## config.mk

```make
export PLATFORM = sky130hd
export DESIGN_NAME = clock_ctrl_flat
export DESIGN_NICKNAME = d
export VERILOG_FILES = /design/src/rtl/clock_ctrl_pkg.sv /design/src/rtl/clock_ctrl_if.sv /design/src/rtl/clock_ctrl_bcd_mod_cnt.sv /design/src/rtl/clock_ctrl.sv /design/src/flat_wrapper.sv
export SDC_FILE = /design/constraint.sdc
export NUM_CORES = 1
export LEC_CHECK = 0
export ABC_AREA = 1
export BUFFER_PORTS_ARGS = -buffer_cell sky130_fd_sc_hd__buf_2
export CORE_AREA = 4 4 88 90
export DETAILED_ROUTE_END_ITERATION = 7
export DIE_AREA = 0 0 92 94
export GPL_ROUTABILITY_DRIVEN = 0
export PLACE_DENSITY = 0.64
export SYNTH_ARGS = -nofsm -noshare
export SYNTH_HDL_FRONTEND = slang
export SYNTH_SLANG_ARGS = --single-unit
```

## constraint.sdc

```tcl
create_clock -name clk -period 2.75 [get_ports clk]
set_clock_uncertainty 0.1 [all_clocks]
set_input_delay 0.55 -clock clk [delete_from_list [all_inputs] [get_ports clk]]
set_output_delay 0.55 -clock clk [all_outputs]
set_load 0.02 [all_outputs]
```

## src/rtl/clock_ctrl_pkg.sv

```systemverilog
// Shared definitions for the HH:MM:SS timekeeping controller: mode encoding,
// BCD digit width and the mode-advance rule.
package clock_ctrl_pkg;

    localparam int BCD_W = 4;

    typedef enum logic [1:0] {
        MODE_RUN     = 2'd0,
        MODE_SET_MIN = 2'd1,
        MODE_SET_HR  = 2'd2,
        MODE_ILLEGAL = 2'd3
    } mode_e;

    // Mode sequence on each press of the mode button; the unused code recovers to RUN.
    function automatic mode_e next_mode(input mode_e m);
        case (m)
            MODE_RUN:     next_mode = MODE_SET_MIN;
            MODE_SET_MIN: next_mode = MODE_SET_HR;
            MODE_SET_HR:  next_mode = MODE_RUN;
            default:      next_mode = MODE_RUN;
        endcase
    endfunction

endpackage

```

## src/rtl/clock_ctrl_if.sv

```systemverilog
// Button inputs and display outputs of the clock controller.
// master = button/display side, slave = the controller.
interface clock_ctrl_if;
    import clock_ctrl_pkg::*;

    logic             btn_mode;
    logic             btn_inc;
    logic [BCD_W-1:0] sec_lo;
    logic [BCD_W-1:0] sec_hi;
    logic [BCD_W-1:0] min_lo;
    logic [BCD_W-1:0] min_hi;
    logic [BCD_W-1:0] hr_lo;
    logic [BCD_W-1:0] hr_hi;
    logic [1:0]       mode;
    logic             blink;

    modport master (
        output btn_mode, btn_inc,
        input  sec_lo, sec_hi, min_lo, min_hi, hr_lo, hr_hi, mode, blink
    );

    modport slave (
        input  btn_mode, btn_inc,
        output sec_lo, sec_hi, min_lo, min_hi, hr_lo, hr_hi, mode, blink
    );

endinterface

```

## src/rtl/clock_ctrl_bcd_mod_cnt.sv

```systemverilog
// Two-digit BCD counter modulo MOD with synchronous clear and a carry that
// fires on the increment that wraps the count back to 00.
module bcd_mod_cnt
    import clock_ctrl_pkg::*;
#(
    parameter int MOD = 60
) (
    input  logic             clk,
    input  logic             rs,
    input  logic             en,
    input  logic             clr,
    output logic [BCD_W-1:0] lo,
    output logic [BCD_W-1:0] hi,
    output logic             carry
);

    localparam logic [BCD_W-1:0] MAX_LO = BCD_W'((MOD - 1) % 10);
    localparam logic [BCD_W-1:0] MAX_HI = BCD_W'((MOD - 1) / 10);

    logic at_max;

    // Wrap point is judged on both digits together, so 23 and 59 are told apart.
    assign at_max = (hi == MAX_HI) && (lo == MAX_LO);
    assign carry  = en && at_max;

    // Clear wins over increment; units 9 rolls over into the tens digit.
    always_ff @(posedge clk or posedge rs) begin
        if (rs) begin
            lo <= '0;
            hi <= '0;
        end else if (clr) begin
            lo <= '0;
            hi <= '0;
        end else if (en) begin
            if (at_max) begin
                lo <= '0;
                hi <= '0;
            end else if (lo == BCD_W'(9)) begin
                lo <= '0;
                hi <= hi + BCD_W'(1);
            end else begin
                lo <= lo + BCD_W'(1);
            end
        end
    end

endmodule

```

## src/rtl/clock_ctrl.sv

```systemverilog
// HH:MM:SS timekeeping controller: 1 Hz prescaler, button edge detection,
// RUN/SET_MIN/SET_HR mode FSM and three cascaded BCD counters.
module clock_ctrl
    import clock_ctrl_pkg::*;
#(
    parameter int TICK_DIV = 50_000_000,
    parameter int HOUR_MOD = 24
) (
    input logic         clk,
    input logic         rs,
    clock_ctrl_if.slave bus
);

    localparam int PW = $clog2(TICK_DIV);
    localparam logic [PW-1:0] PCNT_LAST = PW'(TICK_DIV - 1);
    localparam logic [PW-1:0] PCNT_HALF = PW'(TICK_DIV / 2);

    logic [PW-1:0] pcnt;
    logic [PW-1:0] pcnt_nxt;
    logic          tick;
    logic          btn_mode_q;
    logic          btn_inc_q;
    logic          mode_edge;
    logic          inc_edge;
    mode_e         mode_q;
    mode_e         mode_nxt;
    logic          blink_q;

    logic          sec_en;
    logic          sec_clr;
    logic          sec_carry;
    logic          min_en;
    logic          min_carry;
    logic          hr_en;
    logic          hr_carry_unused;

    assign tick      = (pcnt == PCNT_LAST);
    assign mode_edge = bus.btn_mode & ~btn_mode_q;
    assign inc_edge  = bus.btn_inc & ~btn_inc_q;

    // Next mode and next prescaler value; leaving SET_HR restarts the second.
    always_comb begin
        mode_nxt = mode_q;
        if (mode_edge) begin
            mode_nxt = next_mode(mode_q);
        end
        pcnt_nxt = pcnt + PW'(1);
        if (mode_edge && (mode_q == MODE_SET_HR)) begin
            pcnt_nxt = '0;
        end else if (tick) begin
            pcnt_nxt = '0;
        end
    end

    // Prescaler and button history registers for rising-edge detection.
    always_ff @(posedge clk or posedge rs) begin
        if (rs) begin
            pcnt       <= '0;
            btn_mode_q <= 1'b0;
            btn_inc_q  <= 1'b0;
        end else begin
            pcnt       <= pcnt_nxt;
            btn_mode_q <= bus.btn_mode;
            btn_inc_q  <= bus.btn_inc;
        end
    end

    // Mode FSM with blink registered from the next mode and next prescaler count.
    always_ff @(posedge clk or posedge rs) begin
        if (rs) begin
            mode_q  <= MODE_RUN;
            blink_q <= 1'b0;
        end else begin
            mode_q  <= mode_nxt;
            blink_q <= (mode_nxt != MODE_RUN) && (pcnt_nxt < PCNT_HALF);
        end
    end

    // A mode press in the same cycle as an inc press swallows the inc.
    assign sec_en  = tick && (mode_q == MODE_RUN);
    assign sec_clr = mode_edge && (mode_q == MODE_RUN);
    assign min_en  = sec_carry ||
                     ((mode_q == MODE_SET_MIN) && inc_edge && !mode_edge);
    assign hr_en   = (min_carry && (mode_q == MODE_RUN)) ||
                     ((mode_q == MODE_SET_HR) && inc_edge && !mode_edge);

    bcd_mod_cnt #(.MOD(60)) u_sec (
        .clk   (clk),
        .rs    (rs),
        .en    (sec_en),
        .clr   (sec_clr),
        .lo    (bus.sec_lo),
        .hi    (bus.sec_hi),
        .carry (sec_carry)
    );

    bcd_mod_cnt #(.MOD(60)) u_min (
        .clk   (clk),
        .rs    (rs),
        .en    (min_en),
        .clr   (1'b0),
        .lo    (bus.min_lo),
        .hi    (bus.min_hi),
        .carry (min_carry)
    );

    bcd_mod_cnt #(.MOD(HOUR_MOD)) u_hr (
        .clk   (clk),
        .rs    (rs),
        .en    (hr_en),
        .clr   (1'b0),
        .lo    (bus.hr_lo),
        .hi    (bus.hr_hi),
        .carry (hr_carry_unused)
    );

    assign bus.mode  = mode_q;
    assign bus.blink = blink_q;

endmodule
```

## src/flat_wrapper.sv

```systemverilog
// flat-port wrapper written by rule: the top's interface ports become plain ports
module clock_ctrl_flat import clock_ctrl_pkg::*;
#(
    parameter int TICK_DIV = 50_000_000,
    parameter int HOUR_MOD = 24
)
  (clk, rs, bus_btn_mode, bus_btn_inc, bus_sec_lo, bus_sec_hi, bus_min_lo, bus_min_hi, bus_hr_lo, bus_hr_hi, bus_mode, bus_blink);
  clock_ctrl_if bus_i ();
  input logic clk;
  input logic rs;
  input wire logic [$bits(bus_i.btn_mode)-1:0] bus_btn_mode;
  input wire logic [$bits(bus_i.btn_inc)-1:0] bus_btn_inc;
  output wire logic [$bits(bus_i.sec_lo)-1:0] bus_sec_lo;
  output wire logic [$bits(bus_i.sec_hi)-1:0] bus_sec_hi;
  output wire logic [$bits(bus_i.min_lo)-1:0] bus_min_lo;
  output wire logic [$bits(bus_i.min_hi)-1:0] bus_min_hi;
  output wire logic [$bits(bus_i.hr_lo)-1:0] bus_hr_lo;
  output wire logic [$bits(bus_i.hr_hi)-1:0] bus_hr_hi;
  output wire logic [$bits(bus_i.mode)-1:0] bus_mode;
  output wire logic [$bits(bus_i.blink)-1:0] bus_blink;
  assign bus_i.btn_mode = bus_btn_mode;
  assign bus_i.btn_inc = bus_btn_inc;
  assign bus_sec_lo = bus_i.sec_lo;
  assign bus_sec_hi = bus_i.sec_hi;
  assign bus_min_lo = bus_i.min_lo;
  assign bus_min_hi = bus_i.min_hi;
  assign bus_hr_lo = bus_i.hr_lo;
  assign bus_hr_hi = bus_i.hr_hi;
  assign bus_mode = bus_i.mode;
  assign bus_blink = bus_i.blink;
  clock_ctrl #(.TICK_DIV(TICK_DIV), .HOUR_MOD(HOUR_MOD)) u_core (.clk(clk), .rs(rs), .bus(bus_i));
endmodule
```

### Yosys cells after proc, flatten, opt, wreduce, memory -nomap -nowiden

Cells that the tools add are included.

* mux-type cells: 20
* eq/ne operators: 10
* order comparisons: 1
* $add $sub $neg: 7
* reduce and logical (&&, ||, !) cells: 26
* bitwise logic cells: 4

Operator list (number)
* $mux W4: 16
* $mux W26: 2
* $add A26 B1 Y26 const B: 1
* $eq A26 B26 Y1 const B: 1
* $lt A26 B25 Y1 const B: 1
* $add A4 B1 Y4 const B: 6
* $logic_and A1 B1 Y1: 14
* $eq A4 B4 Y1 const B: 3
* $eq A4 B2 Y1 const B: 2
* $eq A4 B3 Y1 const B: 2
* $reduce_bool A2 Y1: 4
* $reduce_and A2 Y1: 3
* $pmux W2 S2: 1
* $reduce_bool A3 Y1: 1
* $and A1 B1 Y1: 2
* $eq A2 B1 Y1 const B: 1
* $eq A2 B2 Y1 const B: 1
* $logic_not A2 Y1: 1
* $logic_or A1 B1 Y1: 2
* $mux W2: 1
* $not A1 Y1: 2
* $logic_not A1 Y1: 1

* register bits: 55
* output and inout port bits: 27

### Logic depth before layout (Yosys ltp)

Gate-level depths: netlist of the first run.

* word-level depth: 9
* mapped depth: 13
* gate-level depth less buffers: 13

### Modules after synthesis

A second synthesis of the first run with hierarchy kept.

* cell total of the unflattened synthesis: 486
* area, all modules: 3497.1 um^2

Modules (own cells, without submodules)
* clock_ctrl: sequential area each 775.7 um^2, cells an instance 307, area each 2039.5 um^2, times used 1
* bcd_mod_cnt (u_core.u_hr): sequential area each 200.2 um^2, cells an instance 67, area each 526.8 um^2, times used 1
* bcd_mod_cnt (u_core.u_sec): sequential area each 200.2 um^2, cells an instance 58, area each 467.9 um^2, times used 1
* bcd_mod_cnt (u_core.u_min): sequential area each 200.2 um^2, cells an instance 54, area each 462.9 um^2, times used 1

### Worst setup path before layout of the first run

Ideal clock, no wire load.

* path type: register to register
* from: register u_core.u_sec.lo[1]
* to: register u_core.u_hr.hi[0]
* required time: 2.528 ns
* path slack: 0.829 ns
* cell stages (with the launch flop): 14
* arrival: 1.699 ns
* cells stage by stage: dfrtp_1 inv_1 ha_1 nand3_1 inv_1 nand4_1 inv_1 nand3_2 nand2_4 nand3_2 nand2_4 nand2_4 a21oi_2 a21oi_2

* cells in the longest elaborated chain, start to end: 8

RTL lines
* start, declared: line clock_ctrl_bcd_mod_cnt.sv:12 `output logic [BCD_W-1:0] lo,`
* start signal, assigned: line clock_ctrl_bcd_mod_cnt.sv:42 `lo <= lo + BCD_W'(1);`
* $eq A4 B4 Y1: line clock_ctrl_bcd_mod_cnt.sv:23 `assign at_max = (hi == MAX_HI) && (lo == MAX_LO);`
* $logic_and A1 B1 Y1: line clock_ctrl_bcd_mod_cnt.sv:23
* $logic_and A1 B1 Y1: line clock_ctrl_bcd_mod_cnt.sv:24 `assign carry = en && at_max;`
* $logic_or A1 B1 Y1: line clock_ctrl.sv:82 `assign min_en = sec_carry ||`
* $logic_and A1 B1 Y1: line clock_ctrl_bcd_mod_cnt.sv:24
* $logic_and A1 B1 Y1: line clock_ctrl.sv:84 `assign hr_en = (min_carry && (mode_q == MODE_RUN)) ||`
* $logic_or A1 B1 Y1: line clock_ctrl.sv:84
* $reduce_and A2 Y1 (no line)
* end signal, assigned: line clock_ctrl_bcd_mod_cnt.sv:40 `hi <= hi + BCD_W'(1);`
* end, declared: line clock_ctrl_bcd_mod_cnt.sv:13 `output logic [BCD_W-1:0] hi,`

No other way between the ends.
A chain may end at the register's enable or synchronous reset.

### Worst setup path after layout of the first run

* from: register u_core.pcnt[0]
* to: register u_core.u_hr.hi[0]

* cells in the longest elaborated chain, start to end: 8

RTL lines
* start, declared: line clock_ctrl.sv:18 `logic [PW-1:0] pcnt;`
* start signal, assigned: line clock_ctrl.sv:62 `pcnt <= pcnt_nxt;`
* $eq A26 B26 Y1: line clock_ctrl.sv:37 `assign tick = (pcnt == PCNT_LAST);`
* $logic_and A1 B1 Y1: line clock_ctrl.sv:80 `assign sec_en = tick && (mode_q == MODE_RUN);`
* $logic_and A1 B1 Y1: line clock_ctrl_bcd_mod_cnt.sv:24
* $logic_or A1 B1 Y1: line clock_ctrl.sv:82
* $logic_and A1 B1 Y1: line clock_ctrl_bcd_mod_cnt.sv:24
* $logic_and A1 B1 Y1: line clock_ctrl.sv:84
* $logic_or A1 B1 Y1: line clock_ctrl.sv:84
* $reduce_and A2 Y1 (no line)

No other way between the ends.

==> flow_metrics.tcl, run 1 <==
set metrics [dict create \
    status "complete, no violations" \
    min-delay-path-class "primary input to asynchronous set/reset pin" \
    die_area_mm2 0.00865 \
    power_leakage_nw 1.86 \
    grt_usage_pct 18.6 \
    cts_made_buffers 5 \
    regArea_mm2 0.00138 \
    syn2layout_area_growth_pct 11.9 \
    powerDensity_mw_per_mm2 744 \
    drcViolationCount 0 \
    yosysTopAreaCell "dfrtp_1" \
    syn_avg_cell_area_um2 7.57 \
    synth_cell_types 32 \
    ys_top_cells_by_count "94 x nand2_1, 73 x nor2_1, 55 x dfrtp_1" \
    start_util_pct 48.2 \
    tritoncts "yes" \
    min_period_ns 2.19 \
    coreArea_mm2 0.00706 \
    synth_async_sr_flop_share_pct 100 \
    maxSlewHeadroom_pct 59.2 \
    overflow 0 \
    hold_viol 0 \
    wl_per_cell_um 12.7 \
    clock_latency_ns 0.31 \
    cp_max_fo 10 \
    final_cell_area_mm2 0.00381 \
    ys_ff_latch 55 \
    tightest_slew_ns 0.611 \
    path_cells "ha_1 -> nand3_1 -> nor2_1 -> nand2_1 -> nor2_4 -> nand3_2 -> nand2_4 -> nand3_2 -> nand2_4 -> nand2_4 -> a21oi_2 -> a21oi_2" \
    syn_nets 467 \
    fmax_mhz 456 \
    die_h_um 94 \
    post-dp-hpwl_mm 5.83 \
    criticalPathCategory "flop to flop" \
    vias_per_cell 5.02 \
    r2r-end "u_core.u_hr.hi[0]" \
    dr.pass1.iters 4 \
    finalSetupTns_ns 0 \
    synth.most_common_cell "nand2_1" \
    grt_max_degree 27 \
    antennaDiodeCount 0 \
    wl_mm 7.48 \
    clkTransAtPathRegs_ns 0.11 \
    crit_path_top_delay_cell "dfrtp_1" \
    htree_num_levels 2 \
    multiInputGateArea_mm2 0.00178 \
    portBuffers 30 \
    synth.area.top_cells "dfrtp_1 40%, nand2_1 10%, nor2_1 8.0%" \
    antenna_left 0 \
    critPathArrivalTime_ns 2.29 \
    boundaryPins 31 \
    peakVddDrop_v 0.000450 \
    critical_path.max_stage_delay_ns 0.44 \
    setup_viol 0 \
    synth_edf_count 0 \
    netlist_instances 450 \
    cts_max_path_buffers 2 \
    fin_crit_sh_pct 79.7 \
    drive_gt1_share_pct 19.2 \
    drv_slew 0 \
    die_width_um 92 \
    ys_seq_area_share_pct 40.4 \
    cp-start-kind "flop" \
    cts_setup_buffers 0 \
    drt_iter0_drc 208 \
    yosys_warnings 0 \
    pre_cts_ws_ns 0.555 \
    fin_nets 506 \
    fill_cells 709 \
    reg2reg_from "u_core.pcnt[0]" \
    grt_first_pass_wirelength_mm 12.8 \
    synth_top_cell_area_share_pct 40.4 \
    antenna_found_initial 0 \
    rrSetupSlack_ns 0.56 \
    hold_buffers 0 \
    fin_ws_ns 0.558 \
    final_core_util_pct 54.0 \
    cp.required_ns 2.85 \
    crit_top_cell "nand2_4" \
    fin_total_pwr_mw 2.83 \
    rr_worst_depth 12 \
    grt_setup_unrepaired "false" \
    drv_cap 0 \
    cts_resized 0 \
    cts_sinks 55 \
    vias 2955 \
    synth_area_mm2 0.00340 \
    place_area_mm2 0.00369 \
    synth_flop_cell "dfrtp_1" \
    grt_pass1_vias 2690 \
    end_kind "flop" \
    root_buffer "clkbuf_8" \
    rows 31 \
]
-- logic make-up (layout without fill, tap and decap cells) --
| family | Yosys count | after routing | share of synthesized area [%] |
|---|---|---|---|
| buffers and inverters | 65 | 105 | 7.31 |
| AO/OA/AOI/OAI | 46 | 46 | 8.56 |
| AND/OR/NAND/NOR | 261 | 261 | 36.3 |
| flip-flops | 55 | 55 | 40.4 |
| XOR/XNOR | 10 | 10 | 2.57 |
| adder cells (fa/ha/maj) | 13 | 13 | 4.78 |
-- worst max-delay path, delay by kind of cell (launching register included) --
family,cells,cell delay (ns)
simple gates,9,1.11
flops,1,0.44
fa+ha+maj,1,0.26
compound gates,2,0.17
-- cell type report --
type | instances | share of cell area, %
Sequential cell | 55 | 36.1
Tap cell | 99 | 3.25
Multi-Input combinational cell | 330 | 46.7
Clock inverter | 2 | 0.919
Inverter | 65 | 6.53
Timing Repair Buffer | 32 | 4.33
Clock buffer | 6 | 2.17
-- metal layers --
layer	share of wire [%]	track usage (%)	vias up	wire, um
met5	0	0	-	0
met4	1.1	5.32	0	83
met3	5.1	3.04	9	381
met2	45	30.0	77	3400
met1	48	25.9	1360	3610
li1	-	-	1509	-
-- cells in the final DEF, fill, tap and decap left out, drive strengths merged, types with 7 or more instances in the layout --
cell type,n
a21oi,16
buf,32
dfrtp,55
ha,13
inv,64
nand2,105
nand3,38
nand4,11
nor2,89
nor3,7
o21ai,19
xor2,8
-- power breakdown --
group | leakage [nW] | switching [mW] | internal (mW)
registers | 0.700 | 0.236 | 1.02
clock network | 0.0612 | 0.272 | 0.295
logic | 1.10 | 0.652 | 0.356
total | 1.86 | 1.16 | 1.67
-- state kept, by name, summed over array words and instances (netlist names) --
name	count
u_core.u_min.lo	4
u_core.u_hr.hi	4
u_core.pcnt	26
u_core.u_sec.hi	4
u_core.bus.blink	1
u_core.btn_inc_q	1
u_core.u_sec.lo	4
u_core.u_min.hi	4
u_core.bus.mode	2
u_core.u_hr.lo	4
u_core.btn_mode_q	1
-- worst max path at each step --
stage	start	slack [ns]	to
floorplan	rs	0.76	u_core.btn_inc_q
global placement	u_core.pcnt[0]	0.59	u_core.u_hr.hi[0]
detailed placement	u_core.pcnt[0]	0.55	u_core.u_hr.hi[0]
CTS	u_core.pcnt[0]	0.53	u_core.u_hr.hi[0]
global route	u_core.pcnt[0]	0.40	u_core.bus.blink
finish	u_core.pcnt[0]	0.56	u_core.u_hr.hi[0]
-- through the flow --
stage                     cells  hold WS [ns]
after global placement      581         0.417
after detailed placement    581         0.422
after floorplan             450         0.389
after global routing        589         0.229
after CTS                   589         0.220
final                       589         0.195
Note: power is estimated with default switching activity, not from simulation.
==> run 2, diff against run 1 <==
Settings changed: PLACE_DENSITY 0.64 to 0.66.
Clock period 2.75 ns to 1.76 ns, I/O delays scaled along.
==> flow_metrics.tcl, run 2 (synthesized netlist as in run 1, its figures left out) <==
set metrics [dict create \
    antennaDiodeCount 0 \
    portBuffers 30 \
    dp.cells 657 \
    fin_total_pwr_mw 5.04 \
    layout_commonest_cell "nand2_1" \
    dr.pass1.iters 4 \
    drv_cap 0 \
    drt_iter0_drc 109 \
    drive_gt1_share_pct 40.9 \
    fin_ws_ns -0.190 \
    antenna_found_initial 0 \
    status "finished, violations left" \
    overflow 0 \
    grt_pass1_vias 3381 \
    layout_common_cells "84 x nand2_1, 78 x buf_4, 55 x nor2_1" \
    boundaryPins 31 \
    grt_setup_unrepaired "true" \
    vias 3303 \
    grt_usage_pct 21.2 \
    antenna_left 0 \
    crit_family "simple AND/OR/NAND/NOR gates" \
    hold_viol 4 \
    drv_slew 0 \
    htree_num_levels 2 \
    start_util_pct 48.2 \
    power_leakage_nw 2.30 \
    powerDensity_mw_per_mm2 1060 \
    fin_crit_sh_pct 111 \
    fmax_mhz 513 \
    min-delay-path-class "primary input to asynchronous set/reset pin" \
    cp.required_ns 1.92 \
    die_area_mm2 0.00865 \
    die_h_um 94 \
    cp_max_fo 7 \
    syn2layout_area_growth_pct 39.9 \
    wl_per_cell_um 13.1 \
    cts_made_buffers 5 \
    whs_ns -0.00607 \
    grt_first_pass_wirelength_mm 14.9 \
    cts_sinks 55 \
    cp-start-kind "flop" \
    wl_mm 8.81 \
    crit_path_top_delay_cell "dfrtp_1" \
    path_cells "ha_4 -> nand2_4 -> nor2_4 -> nand3_4 -> nor2_4 -> nand2_2 -> o21ai_4 -> o21ai_4 -> clkinv_4 -> a21o_1 -> nand2_1 -> nor2_2" \
    setup_viol 29 \
    min_period_ns 1.95 \
    violations "hold timing, setup timing" \
    post-dp-hpwl_mm 6.48 \
    die_width_um 92 \
    critPathArrivalTime_ns 2.11 \
    path_buf_inv 1 \
    tightest_slew_ns 0.329 \
    end_kind "flop" \
    root_buffer "clkbuf_8" \
    largest_register "u_core.pcnt" \
    peakVddDrop_v 0.000652 \
    final_core_util_pct 67.5 \
    largest_reg_flops 26 \
    grt_max_degree 56 \
    clkTransAtPathRegs_ns 0.11 \
    cts_max_path_buffers 2 \
    criticalPathCategory "flop to flop" \
    fill_cells 606 \
    coreArea_mm2 0.00706 \
    maxSlewHeadroom_pct 78.0 \
    critical_path.max_stage_delay_ns 0.43 \
    vias_per_cell 4.90 \
    rows 31 \
    clock_latency_ns 0.32 \
    fin_nets 591 \
    tritoncts "yes" \
    instances_no_fill 674 \
    drcViolationCount 0 \
]
## run 2: changes by cell type in the layout (fill, tap and decap cells not counted), moves of 7 or more
cell     before  now
buf_6         0    7
nor2_1       73   55
buf_4         2   78
nor2_4        5   12
nand2_1      94   84
nor2_2       11   22
## run 2: final cells by class
type                       count  area, um^2  share of cell area, %
multi-input combinational    331        2080                   43.6
inverter                      65         253                   5.31
sequential                    55        1380                   29.0
timing repair buffer         116         835                   17.5
clock buffer                   5        68.8                   1.45
tap                           99         124                   2.60
clock inverter                 3        23.8                  0.499
## run 2: per-layer routing
layer | up-vias | global-route usage [%] | part of all wire (%)
met3 | 13 | 2.72 | 3.3
met5 | - | 0 | 0
met1 | 1536 | 25.9 | 44
met2 | 60 | 38.4 | 51
met4 | 0 | 7.67 | 2.2
li1 | 1694 | - | -
## run 2: per-stage QoR
step	TNS, ns	worst slack, ns	area [um^2]
global route	-6.04	-0.315	4760
finish	-2.42	-0.190	4760
CTS	-1.73	-0.171	4560
detailed placement	-2.52	-0.171	4340
floorplan	-0.687	-0.0919	3470
global placement	-1.38	-0.135	4340
## run 2: power breakdown
part	total, mW	switching, mW	internal, mW
logic	2.33	1.34	0.988
clock network	0.749	0.460	0.289
registers	1.96	0.356	1.60
## run 2: tightest hold or removal path: cells and delay by family
| kind | cells | cell delay [ns] |
|---|---|---|
| buffers and inverters | 3 | 0.46 |
## run 2: path summary, 6_finish.rpt
| kind | to | slack (ns) | startpoint | cells past startpoint |
|---|---|---|---|---|
| min reg2reg | u_core.pcnt[0] | 0.43 | u_core.pcnt[0] | 1 |
| max in group asynchronous | u_core.pcnt[17] | 1.29 | rs | 3 |
| min in group clk | u_core.btn_mode_q | 0.05 | bus_btn_mode | 1 |
| max | u_core.u_sec.hi[2] | -0.19 | u_core.pcnt[0] | 12 |
| max reg2reg | u_core.u_sec.hi[2] | -0.19 | u_core.pcnt[0] | 12 |
| min | u_core.u_min.hi[2] | -0.006 | rs | 3 |
## run 2: what timing repair did
| action | 4_1_cts | 5_1_grt |
|---|---|---|
| buffers inserted | 4 | 5 |
| resized for setup | 22 | 51 |
| endpoints found under the hold margin | 0 | 0 |
| gates cloned | 1 | 0 |
| pin swaps | 3 | 6 |
| hold buffers | 0 | 0 |
| endpoints found under the setup margin | 24 | 40 |
